$ cat src/rtl/alu_operand_entry_pkg.sv
// Shared encodings for the operand-entry block: entry states, ALU opcodes and
// the default debounce length (sized for a 100 MHz clock, roughly 10 ms).
package alu_pkg;

  typedef enum logic [1:0] {
    ENTER_A  = 2'b00,
    ENTER_B  = 2'b01,
    ENTER_OP = 2'b10,
    HOLD     = 2'b11
  } state_e;

  typedef enum logic [1:0] {
    ADD = 2'b00,
    SUB = 2'b01,
    AND = 2'b10,
    OR  = 2'b11
  } alu_op_e;

  localparam int DEBOUNCE_DEFAULT = 1_000_000;

endpackage

$ cat src/rtl/alu_operand_entry_if.sv
// Switch/button inputs, consumer acknowledge and the operation outputs of the
// operand-entry block, grouped into one bundle.
interface alu_operand_entry_if;
  logic [4:0]        sw;
  logic              btn_enter;
  logic              btn_back;
  logic              ack;
  logic signed [4:0] a;
  logic signed [4:0] b;
  logic [1:0]        ALUControl;
  logic              valid;
  logic [1:0]        stage;

  modport master (
    output sw, btn_enter, btn_back, ack,
    input  a, b, ALUControl, valid, stage
  );

  modport slave (
    input  sw, btn_enter, btn_back, ack,
    output a, b, ALUControl, valid, stage
  );
endinterface

$ cat src/rtl/alu_operand_entry_btn_debounce.sv
// Two-flop synchroniser, counter debouncer and rising-edge detector for one
// raw push-button; emits a single-cycle press pulse.
module btn_debounce
  import alu_pkg::*;
#(
  parameter int DEBOUNCE_CYCLES = DEBOUNCE_DEFAULT
) (
  input  logic clk,
  input  logic reset,
  input  logic btn,
  output logic pulse
);

  localparam int            CW    = $clog2(DEBOUNCE_CYCLES + 1);
  localparam logic [CW-1:0] LIMIT = CW'(DEBOUNCE_CYCLES - 1);

  logic          r_sync1;
  logic          r_sync2;
  logic          r_level;
  logic [CW-1:0] r_cnt;
  logic          r_pulse;

  // The pulse fires on the same edge the accepted level rises, so release
  // edges and a held button never produce a second pulse.
  always_ff @(posedge clk or negedge reset) begin
    if (!reset) begin
      r_sync1 <= 1'b0;
      r_sync2 <= 1'b0;
      r_level <= 1'b0;
      r_cnt   <= '0;
      r_pulse <= 1'b0;
    end else begin
      r_sync1 <= btn;
      r_sync2 <= r_sync1;
      r_pulse <= 1'b0;
      if (r_sync2 != r_level) begin
        if (r_cnt == LIMIT) begin
          r_level <= r_sync2;
          r_cnt   <= '0;
          r_pulse <= r_sync2;
        end else begin
          r_cnt <= r_cnt + 1'b1;
        end
      end else begin
        r_cnt <= '0;
      end
    end
  end

  assign pulse = r_pulse;

endmodule

$ cat src/rtl/alu_operand_entry.sv
// Steps through entry of operand A, operand B and the opcode from slide
// switches, then holds the completed operation until it is acknowledged.
module alu_operand_entry
  import alu_pkg::*;
#(
  parameter int DEBOUNCE_CYCLES = DEBOUNCE_DEFAULT
) (
  input  logic                 clk,
  input  logic                 reset,
  alu_operand_entry_if.slave   bus
);

  logic w_enter_pulse;
  logic w_back_pulse;
  logic w_enter;
  logic w_back;

  state_e            r_state;
  logic signed [4:0] r_a;
  logic signed [4:0] r_b;
  alu_op_e           r_op;
  logic              r_valid;

  btn_debounce #(.DEBOUNCE_CYCLES(DEBOUNCE_CYCLES)) u_enter (
    .clk   (clk),
    .reset (reset),
    .btn   (bus.btn_enter),
    .pulse (w_enter_pulse)
  );

  btn_debounce #(.DEBOUNCE_CYCLES(DEBOUNCE_CYCLES)) u_back (
    .clk   (clk),
    .reset (reset),
    .btn   (bus.btn_back),
    .pulse (w_back_pulse)
  );

  // Coincident enter and back presses cancel each other out.
  assign w_enter = w_enter_pulse & ~w_back_pulse;
  assign w_back  = w_back_pulse  & ~w_enter_pulse;

  always_ff @(posedge clk or negedge reset) begin
    if (!reset) begin
      r_state <= ENTER_A;
      r_a     <= '0;
      r_b     <= '0;
      r_op    <= ADD;
      r_valid <= 1'b0;
    end else begin
      unique case (r_state)
        ENTER_A: begin
          if (w_enter) begin
            r_a     <= signed'(bus.sw);
            r_state <= ENTER_B;
          end
        end
        ENTER_B: begin
          if (w_enter) begin
            r_b     <= signed'(bus.sw);
            r_state <= ENTER_OP;
          end else if (w_back) begin
            r_state <= ENTER_A;
          end
        end
        ENTER_OP: begin
          if (w_enter) begin
            r_op    <= alu_op_e'(bus.sw[1:0]);
            r_valid <= 1'b1;
            r_state <= HOLD;
          end else if (w_back) begin
            r_state <= ENTER_B;
          end
        end
        HOLD: begin
          if (w_enter) begin
            r_valid <= 1'b0;
            r_state <= ENTER_A;
          end else if (w_back) begin
            r_valid <= 1'b0;
            r_state <= ENTER_OP;
          end else if (r_valid && bus.ack) begin
            r_valid <= 1'b0;
          end
        end
      endcase
    end
  end

  assign bus.a          = r_a;
  assign bus.b          = r_b;
  assign bus.ALUControl = r_op;
  assign bus.valid      = r_valid;
  assign bus.stage      = r_state;

endmodule

$ cat src/flat_wrapper.sv
// flat-port wrapper written by rule: the top's interface ports become plain ports
module alu_operand_entry_flat import alu_pkg::*;
#(
  parameter int DEBOUNCE_CYCLES = DEBOUNCE_DEFAULT
)
  (clk, reset, bus_sw, bus_btn_enter, bus_btn_back, bus_ack, bus_a, bus_b, bus_ALUControl, bus_valid, bus_stage);
  alu_operand_entry_if bus_i ();
  input  logic clk;
  input  logic reset;
  input wire logic [$bits(bus_i.sw)-1:0] bus_sw;
  input wire logic [$bits(bus_i.btn_enter)-1:0] bus_btn_enter;
  input wire logic [$bits(bus_i.btn_back)-1:0] bus_btn_back;
  input wire logic [$bits(bus_i.ack)-1:0] bus_ack;
  output wire logic [$bits(bus_i.a)-1:0] bus_a;
  output wire logic [$bits(bus_i.b)-1:0] bus_b;
  output wire logic [$bits(bus_i.ALUControl)-1:0] bus_ALUControl;
  output wire logic [$bits(bus_i.valid)-1:0] bus_valid;
  output wire logic [$bits(bus_i.stage)-1:0] bus_stage;
  assign bus_i.sw = bus_sw;
  assign bus_i.btn_enter = bus_btn_enter;
  assign bus_i.btn_back = bus_btn_back;
  assign bus_i.ack = bus_ack;
  assign bus_a = bus_i.a;
  assign bus_b = bus_i.b;
  assign bus_ALUControl = bus_i.ALUControl;
  assign bus_valid = bus_i.valid;
  assign bus_stage = bus_i.stage;
  alu_operand_entry #(.DEBOUNCE_CYCLES(DEBOUNCE_CYCLES)) u_core (.clk(clk), .reset(reset), .bus(bus_i));
endmodule
$ cat config.mk
export PLATFORM = sky130hd
export DESIGN_NAME = alu_operand_entry_flat
export DESIGN_NICKNAME = d
export VERILOG_FILES = /design/src/rtl/alu_operand_entry_pkg.sv /design/src/rtl/alu_operand_entry_if.sv /design/src/rtl/alu_operand_entry_btn_debounce.sv /design/src/rtl/alu_operand_entry.sv /design/src/flat_wrapper.sv
export SDC_FILE = /design/constraint.sdc
export NUM_CORES = 1
export LEC_CHECK = 0
export ABC_CLOCK_PERIOD_IN_PS = 2000
export CORE_UTILIZATION = 45
export CTS_CLUSTER_SIZE = 16
export DETAILED_ROUTE_END_ITERATION = 10
export HOLD_SLACK_MARGIN = 0.15
export PLACE_DENSITY = 0.77
export SETUP_SLACK_MARGIN = 0.05
export SKIP_LAST_GASP = 1
export SLEW_MARGIN = 5
export SYNTH_ARGS = -nofsm -noshare
export SYNTH_HDL_FRONTEND = slang
export SYNTH_SLANG_ARGS = --single-unit
$ cat constraint.sdc
create_clock -name clk -period 2 [get_ports clk]
set_input_delay 0.4 -clock clk [delete_from_list [all_inputs] [get_ports clk]]
set_output_delay 0.4 -clock clk [all_outputs]
set_load 0.03 [all_outputs]
== Yosys cells after proc, flatten, opt, wreduce, memory -nomap -nowiden ==
Cells that the tools add are included.
Storage, ports and cells
  bits in registers: 63
  bits of input ports: 10
  output and inout bits: 15
  word-level logic and storage cells: 65
Operators by class
  add/sub/neg operators: 2
  equal/unequal tests: 13
  muxes and demuxes: 21
  bitwise gates (word level): 4
  reductions and logical operators: 10
Operators by type and width (count)
  $mux 20: 4
  $add 20x1->20 const B: 2
  $eq 20x20->1 const B: 2
  $mux 2: 7
  $reduce_and 2->1: 5
  $ne 3x1->1 const B: 3
  $mux 1: 8
  $pmux 2 s4: 1
  $eq 2x2->1 const B: 2
  $ne 2x1->1 const B: 2
  $ne 4x1->1 const B: 1
  $reduce_and 4->1: 1
  $reduce_and 3->1: 1
  $and 1x1->1: 2
  $eq 2x1->1 const B: 1
  $logic_not 2->1: 1
  $ne 1x1->1: 2
  $not 1->1: 2
  $pmux 1 s2: 1
  $reduce_bool 2->1: 1
  $logic_and 1x1->1: 1

== Logic depth before layout (Yosys ltp) ==
Gate-level depths: netlist of run 1.
  depth after elaboration: 5
  gate-level depth with buffers: 6
  depth with buffers taken out: 6

== Cells and area by module ==
From an unflattened synthesis of run 1, not the netlist that was laid out.
Second synthesis, totals
  cells, all modules: 262
  area total of the unflattened synthesis: 3032.9 um2
Modules (own cells, without submodules)
  btn_debounce: times used 2, cells an instance 107, area an instance 1184.9 um2, seq. area each 600.6 um2
  alu_operand_entry: times used 1, cells an instance 48, area an instance 663.1 um2, seq. area each 375.4 um2

== Worst setup path before layout of run 1 ==
No wires, ideal clock.
  path type: register to register
  start: register u_core.u_back.r_cnt[8]
  end: register u_core.u_back.r_cnt[10]
  setup time: 121 ps
  data arrival time: 1822 ps
  required time: 1879 ps
  path slack: 57 ps
  stages on the path, launching flop included: 6
  path buffers: 1
  period minus slack after synthesis: 1943 ps
  cells stage by stage: dfrtp_1 or4b_1 or4_4 o21ai_2 buf_2 nor2_1
On the way
  longest elaborated chain between the ends: 3
  elaborated cells between the ends (all ways): 4
  those cells by class: add/sub (1); eq/ne (1); mux (2)
RTL lines
  start, declared: line alu_operand_entry_btn_debounce.sv:20  | logic [CW-1:0] r_cnt;
  start signal, assigned: line alu_operand_entry_btn_debounce.sv:42  | r_cnt <= r_cnt + 1'b1;
  $add 20x1->20 or $eq 20x20->1 (tied branches): line alu_operand_entry_btn_debounce.sv:42, alu_operand_entry_btn_debounce.sv:37
  $mux 20 (*): line alu_operand_entry_btn_debounce.sv:37  | if (r_cnt == LIMIT) begin
  $mux 20 (*): line alu_operand_entry_btn_debounce.sv:36  | if (r_sync2 != r_level) begin
Mark *: on every way between the ends. The rest lies on a longest branch, timed or not.
A chain may end at the register's enable or synchronous reset.

== Worst setup path in the final report of run 1 ==
  start: register u_core.u_back.r_cnt[15]
  end: register u_core.u_back.r_cnt[11]
On the way
  longest elaborated chain between the ends: 3
RTL lines (line)
  $eq 20x20->1: alu_operand_entry_btn_debounce.sv:37
  $mux 20: alu_operand_entry_btn_debounce.sv:37
  $mux 20: alu_operand_entry_btn_debounce.sv:36
Every way passes these cells.

==> impl_metrics.env, run 1 <==
export IMPL_dpl_cell_area_um2=3370
export IMPL_ys_types=37
export IMPL_fin_crit_sh_pct=98.7
export IMPL_cp_max_fo=20
export IMPL_relSlewSlack_pct=66.9
export IMPL_max_freq_mhz=507
export IMPL_p_sw_uw=571
export IMPL_fin_nets=336
export IMPL_grt_max_degree=30
export IMPL_vias_per_cell=5.55
export IMPL_boundaryPins=25
export IMPL_cts_buffers=9
export IMPL_grt_pass1_vias=2152
export IMPL_layout_drive_gt1_share_pct=15.6
export IMPL_seqPwrFrac_pct=49.4
export IMPL_cts_tree="yes"
export IMPL_async_reset_ff_share_pct=100
export IMPL_finalHoldViolCount=0
export IMPL_drt_wl_total_um=5650
export IMPL_clk_pin_slew_ps=70
export IMPL_hpwl_um=3930
export IMPL_fin_util_pct=56.9
export IMPL_setup_viol_count_final=0
export IMPL_synthFlopType="dfrtp_1"
export IMPL_syn2layout_area_growth_pct=22.1
export IMPL_multi_input_area_um2=1310
export IMPL_die_h_um=83.1
export IMPL_min_path_type="flip-flop to flip-flop"
export IMPL_dr_pass1_iters=4
export IMPL_antenna_cells=0
export IMPL_drc=0
export IMPL_overflow=0
export IMPL_final_cell_mix="63 x dfrtp_1, 39 x nor2_1, 24 x xnor2_1"
export IMPL_vdd_ir_drop_max_uv=565
export IMPL_fp_dieArea_um2=6900
export IMPL_port_buffers=24
export IMPL_slew_violations=0
export IMPL_rows=29
export IMPL_avgSynthCellArea_um2=10.5
export IMPL_dr_first_iter_drc_count=123
export IMPL_clkLatencyLatePin_ps=340
export IMPL_initial_core_util_pct=46.6
export IMPL_antenna_found_initial=0
export IMPL_worstPathRequired_ps=2230
export IMPL_status="completed"
export IMPL_syn_inst=282
export IMPL_cap_viol_max_count=0
export IMPL_h_tree_depth=3
export IMPL_antenna_left=0
export IMPL_post_route_min_period_ps=1970
export IMPL_synth_seq_cells=63
export IMPL_grt_use_total_pct=17.8
export IMPL_clock_sinks=63
export IMPL_mostFrequentLayoutCell="dfrtp_1"
export IMPL_combPwrFrac_pct=4.6
export IMPL_p_leak_uw=0.00150
export IMPL_fillers=515
export IMPL_hold_slack_ps=351
export IMPL_swShare_pct=21.5
export IMPL_max_slew_worst_pin_slew_ps=496
export IMPL_vias=2242
export IMPL_clockBufferDepth=2
export IMPL_design_area_um2=3610
export IMPL_arrival_ps=2200
export IMPL_cp_end_kind="flip-flop"
export IMPL_grt_pass1_wl_um=9850
export IMPL_seq_area_um2=1580
export IMPL_yosysSeqAreaShare_pct=53.3
export IMPL_postCtsSetupBuffers=0
export IMPL_powerDensity_nw_per_um2=734
export IMPL_rsz0062_at_grt="yes"
export IMPL_wl_per_cell_um=14.0
export IMPL_clkPwrFrac_pct=46.1
export IMPL_start_kind="flip-flop"
export IMPL_die_w_um=83.1
export IMPL_synth_edff_count=0
export IMPL_fp_coreArea_um2=6350
export IMPL_syn_area_um2=2960
export IMPL_cts_root_buffer="clkbuf_8"
export IMPL_critPathKind="flip-flop to flip-flop"
export IMPL_place_gp_congestion=0.860
export IMPL_p_int_uw=2080
export IMPL_syn_nets=296
export IMPL_fin_skew_ps=8.43
export IMPL_synth_warnings=0
==> stage by stage <==
stage	setup TNS, ps	setup slack [ps]	instances	power, uW
final	0	26.9	404	2650
after global routing	-504	-42.8	404	2750
after CTS	0	24.4	404	2670
after detailed placement	0	31.9	387	1450
after global placement	0	78.3	387	1450
after floorplan	0	56.8	282	1380
==> final cells by class <==
class | count | area share (%)
clock buffers | 11 | 3.92
clock inverters | 5 | 2.25
flip-flops and latches | 63 | 43.7
inverters | 10 | 1.04
multi-input cells | 200 | 36.2
repair buffers | 38 | 10.2
well taps | 77 | 2.67
==> cell families after synthesis <==
| family | share of synthesized area (%) |
|---|---|
| adders and majority gates | 1.69 |
| and+or+nand+nor | 23.2 |
| buffers and inverters | 2.84 |
| DFF | 53.3 |
| xor gates and xnor gates | 9.18 |
| AOI/OAI and AO/OA | 4.78 |
| muxes | 4.95 |
==> synthesized netlist by cell type (all sizes together) (2+ instances only) <==
cell / count / share of area (%)
a21oi: 10 / 1.8
nand3b: 2 / 0.51
or2: 2 / 0.42
nor2: 39 / 5.0
nand3: 16 / 2.7
xnor2: 24 / 7.1
nor4: 12 / 2.5
o31ai: 4 / 1.0
o21ai: 9 / 1.7
xor2: 7 / 2.1
nand4b: 2 / 0.59
inv: 10 / 1.3
nand2: 16 / 2.0
nor3b: 2 / 0.51
or4: 6 / 1.8
dfrtp: 63 / 53
clkbuf: 5 / 0.63
or4b: 2 / 0.80
nor3: 9 / 1.5
ha: 4 / 1.7
mux2: 13 / 5.0
nand4: 11 / 2.5
buf: 4 / 0.93
and3: 3 / 0.63
==> power by group through the flow <==
stage | Sequential (uW) | Clock [uW] | Combinational, uW
floorplan | 1340 | 0 | 41.9
global placement | 1330 | 0 | 118
detailed placement | 1330 | 0 | 121
CTS | 1310 | 1240 | 124
global route | 1310 | 1300 | 135
finish | 1310 | 1220 | 121
==> sequential cells by signal, summed over array words and instances, names as in the netlist <==
name                    cells
u_core.u_back.r_cnt        20
u_core.u_enter.r_sync2      1
u_core.bus.a                5
u_core.u_enter.r_level      1
u_core.u_back.r_sync1       1
u_core.bus.b                5
u_core.u_back.pulse         1
u_core.u_enter.r_cnt       20
u_core.u_enter.r_sync1      1
u_core.bus.stage            2
u_core.u_back.r_level       1
u_core.u_back.r_sync2       1
u_core.bus.ALUControl       2
u_core.u_enter.pulse        1
u_core.bus.valid            1
==> final timing paths <==
check | end | startpoint | slack (ps) | depth (start not counted)
max | u_core.u_back.r_cnt[11] | u_core.u_back.r_cnt[15] | 30 | 5
min | u_core.u_enter.r_sync2 | u_core.u_enter.r_sync1 | 350 | 0
max reg2reg | u_core.u_back.r_cnt[11] | u_core.u_back.r_cnt[15] | 30 | 5
min reg2reg | u_core.u_enter.r_sync2 | u_core.u_enter.r_sync1 | 350 | 0
max in group asynchronous | u_core.bus.stage[1] | reset | 850 | 3
min in group asynchronous | u_core.u_back.r_cnt[16] | reset | 550 | 2
==> per-layer routing <==
layer	up-vias	track usage [%]	wire length, um
li1	1076	-	-
met1	1095	23.1	2610
met2	58	28.2	2680
met3	13	3.98	214
met4	0	8.93	133
met5	-	0	0
==> worst max-delay path: stages, from the launching register on <==
cell	delay, ps
dfrtp_1	380
or4b_1	520
or4_4	570
o21ai_4	170
buf_12	170
nor2_1	60
==> timing repair <==
action | CTS | global route
endpoints found under the setup margin | 21 | 22
endpoints found under the hold margin | 19 | 0
hold buffers | 1 | 0
gates resized for setup | 2 | 1
Power figures use the tool's default switching activity.
==> inputs of run 2 (changes only) <==
- CAP_MARGIN: default -> 20
==> results of run 2 <==
Same layout as run 1: the final DEF is identical, and so are final timing and power.
==> inputs of run 3 (changes only) <==
--- a/config.mk
+++ b/config.mk
@@ -6,11 +6,12 @@
 export NUM_CORES = 1
 export LEC_CHECK = 0
-export ABC_CLOCK_PERIOD_IN_PS = 2000
+export ABC_CLOCK_PERIOD_IN_PS = 1800
 export CAP_MARGIN = 20
 export CORE_UTILIZATION = 45
 export CTS_CLUSTER_SIZE = 16
 export DETAILED_ROUTE_END_ITERATION = 10
+export DONT_BUFFER_PORTS = 1
 export HOLD_SLACK_MARGIN = 0.15
-export PLACE_DENSITY = 0.77
+export PLACE_DENSITY = 0.72
 export SETUP_SLACK_MARGIN = 0.05
 export SKIP_LAST_GASP = 1
==> constraint.sdc (replaced) <==
create_clock -name clk -period 1.8 [get_ports clk]
set_input_delay 0.36 -clock clk [delete_from_list [all_inputs] [get_ports clk]]
set_output_delay 0.36 -clock clk [all_outputs]
set_load 0.01 [all_outputs]
==> run 3 against run 2 <==
  * The flow now finishes with violations (hold timing, setup timing)
  * Clock power is 9.8% higher
  * Total power up 8.1%
  * Hold slack worse by 640 ps
  * Fmax increased by 0.21%
  * Final area decreased by 2.5%
  * Count of clock-buffer cells in the layout shrank 2
  * Critical path depth unchanged
  * Global-route usage is 0.34 points lower
  * Combinational power decreased by 42%
==> impl_metrics.env, run 3 (synthesized netlist as in run 1, its figures left out) <==
export IMPL_status="complete, but fails checks"
export IMPL_violations="hold timing, setup timing"
export IMPL_top_layer="met4"
export IMPL_antenna_found_initial=0
export IMPL_fin_crit_sh_pct=109
export IMPL_pre_cts_slack_ps=-175
export IMPL_grt_max_degree=64
export IMPL_grt_use_total_pct=17.5
export IMPL_grt_pass1_vias=2112
export IMPL_drc=0
export IMPL_cp_end_kind="flip-flop"
export IMPL_finalHoldViolCount=63
export IMPL_overflow=0
export IMPL_clockBufferDepth=2
export IMPL_worstPathRequired_ps=2020
export IMPL_fin_skew_ps=12.5
export IMPL_vdd_ir_drop_max_uv=656
export IMPL_layout_drive_gt1_share_pct=21.3
export IMPL_cap_viol_max_count=0
export IMPL_reg2reg_from="u_core.u_back.r_cnt[13]"
export IMPL_final_cell_mix="62 x dfrtp_1, 39 x nor2_1, 24 x xnor2_1, 24 x buf_4"
export IMPL_rows=29
export IMPL_cts_tree="yes"
export IMPL_met3WireLength_um=284
export IMPL_hpwl_um=3850
export IMPL_wl_per_cell_um=14.2
export IMPL_clk_pin_slew_ps=70
export IMPL_vias_per_cell=5.52
export IMPL_setup_ws_ps=-169
export IMPL_boundaryPins=25
export IMPL_fp_dieArea_um2=6900
export IMPL_rr_worst_depth=5
export IMPL_slew_violations=0
export IMPL_syn2layout_area_growth_pct=19.1
export IMPL_h_tree_depth=3
export IMPL_place_gp_congestion=0.805
export IMPL_clkLatencyLatePin_ps=340
export IMPL_arrival_ps=2180
export IMPL_initial_core_util_pct=46.6
export IMPL_drt_wl_total_um=5630
export IMPL_cts_root_buffer="clkbuf_8"
export IMPL_antenna_cells=0
export IMPL_grt_pass1_wl_um=9600
export IMPL_min_path_type="input port to async pin"
export IMPL_fp_coreArea_um2=6350
export IMPL_max_slew_worst_pin_slew_ps=430
export IMPL_post_route_min_period_ps=1970
export IMPL_powerDensity_nw_per_um2=814
export IMPL_hold_slack_ps=-291
export IMPL_critPathKind="flip-flop to flip-flop"
export IMPL_die_w_um=83.1
export IMPL_setup_viol_count_final=22
export IMPL_p_leak_uw=0.00146
export IMPL_rsz0062_at_grt="yes"
export IMPL_clock_sinks=63
export IMPL_port_buffers=0
export IMPL_route_met2_wl_um=2730
export IMPL_cp_max_fo=20
export IMPL_dr_pass1_iters=5
export IMPL_dr_first_iter_drc_count=124
export IMPL_cts_buffers=9
export IMPL_mostFrequentLayoutCell="dfrtp_1"
export IMPL_wl_met1_um=2520
export IMPL_die_h_um=83.1
export IMPL_vias=2191
export IMPL_antenna_left=0
export IMPL_start_kind="flip-flop"
export IMPL_max_freq_mhz=508
export IMPL_fin_nets=329
export IMPL_worst_r2r_endpoint="u_core.u_back.r_cnt[18]"
export IMPL_reg_top3="u_core.u_back.r_cnt: 20 flops, u_core.u_enter.r_cnt: 20 flops"
export IMPL_timing_reg2reg_setup_slack_ps=-170
export IMPL_relSlewSlack_pct=71.1
[run 3: per-layer routing]
layer	global-route usage [%]	vias to the layer above
met4	9.09	0
li1	-	1063
met3	4.27	11
met2	26.7	64
met5	0	-
met1	23.1	1053
[run 3: worst max-delay path, cell delays in order (launching register included)]
cell and delay (ps):
dfrtp_1 380, or4_1 520, or4_4 560, o21ai_4 170
buf_12 170, a21oi_1 50
[run 3: what timing repair did]
| action | 4_1_cts | 5_1_grt |
|---|---|---|
| cloned | 0 | 0 |
| gates resized for setup | 1 | 3 |
| pin swaps | 0 | 0 |
| setup endpoints to repair | 22 | 24 |
| hold buffers | 2 | 4 |
| hold endpoints to repair | 65 | 67 |
| buffers inserted | 0 | 1 |
[run 3: per-stage QoR]
stage / instances / utilization [%] / total power, uW / TNS, ps / instance area [um2]
after floorplan: 282 / - / 1530 / -2030 / 2980
after global placement: 374 / 50.7 / 1540 / -2160 / 3220
after detailed placement: 374 / 50.7 / 1540 / -3400 / 3220
after CTS: 392 / 54.5 / 2890 / -3520 / 3460
after global routing: 397 / 55.4 / 2980 / -4530 / 3520
final: 397 / 55.4 / 2870 / -3360 / 3520
[run 3: report_power, final]
part | internal, uW | switching [uW]
clock | 781 | 558
sequential | 1440 | 20.4
combinational | 36.1 | 33.6
total | 2250 | 612
[run 3: area by class of cell]
class | instances | area, um2
repair buffers | 31 | 260
multi-input cells | 200 | 1330
fillers | 508 | 2830
clock inverters | 7 | 95.1
clock buffers | 9 | 124
well taps | 77 | 96.3
inverters | 10 | 37.5
flip-flops and latches | 63 | 1580
[run 3: how the worst max path moves through the flow]
stage                                    to                     from  cells after the start  slack [ps]
finish              u_core.u_back.r_cnt[18]  u_core.u_back.r_cnt[13]                      5        -170
CTS                  u_core.u_back.r_cnt[2]  u_core.u_back.r_cnt[13]                      5        -180
floorplan           u_core.u_back.r_cnt[19]  u_core.u_back.r_cnt[13]                      5        -110
detailed placement  u_core.u_back.r_cnt[18]  u_core.u_back.r_cnt[13]                      5        -170
global route         u_core.u_back.r_cnt[2]  u_core.u_back.r_cnt[13]                      5        -230
global placement    u_core.u_back.r_cnt[18]  u_core.u_back.r_cnt[13]                      5        -110
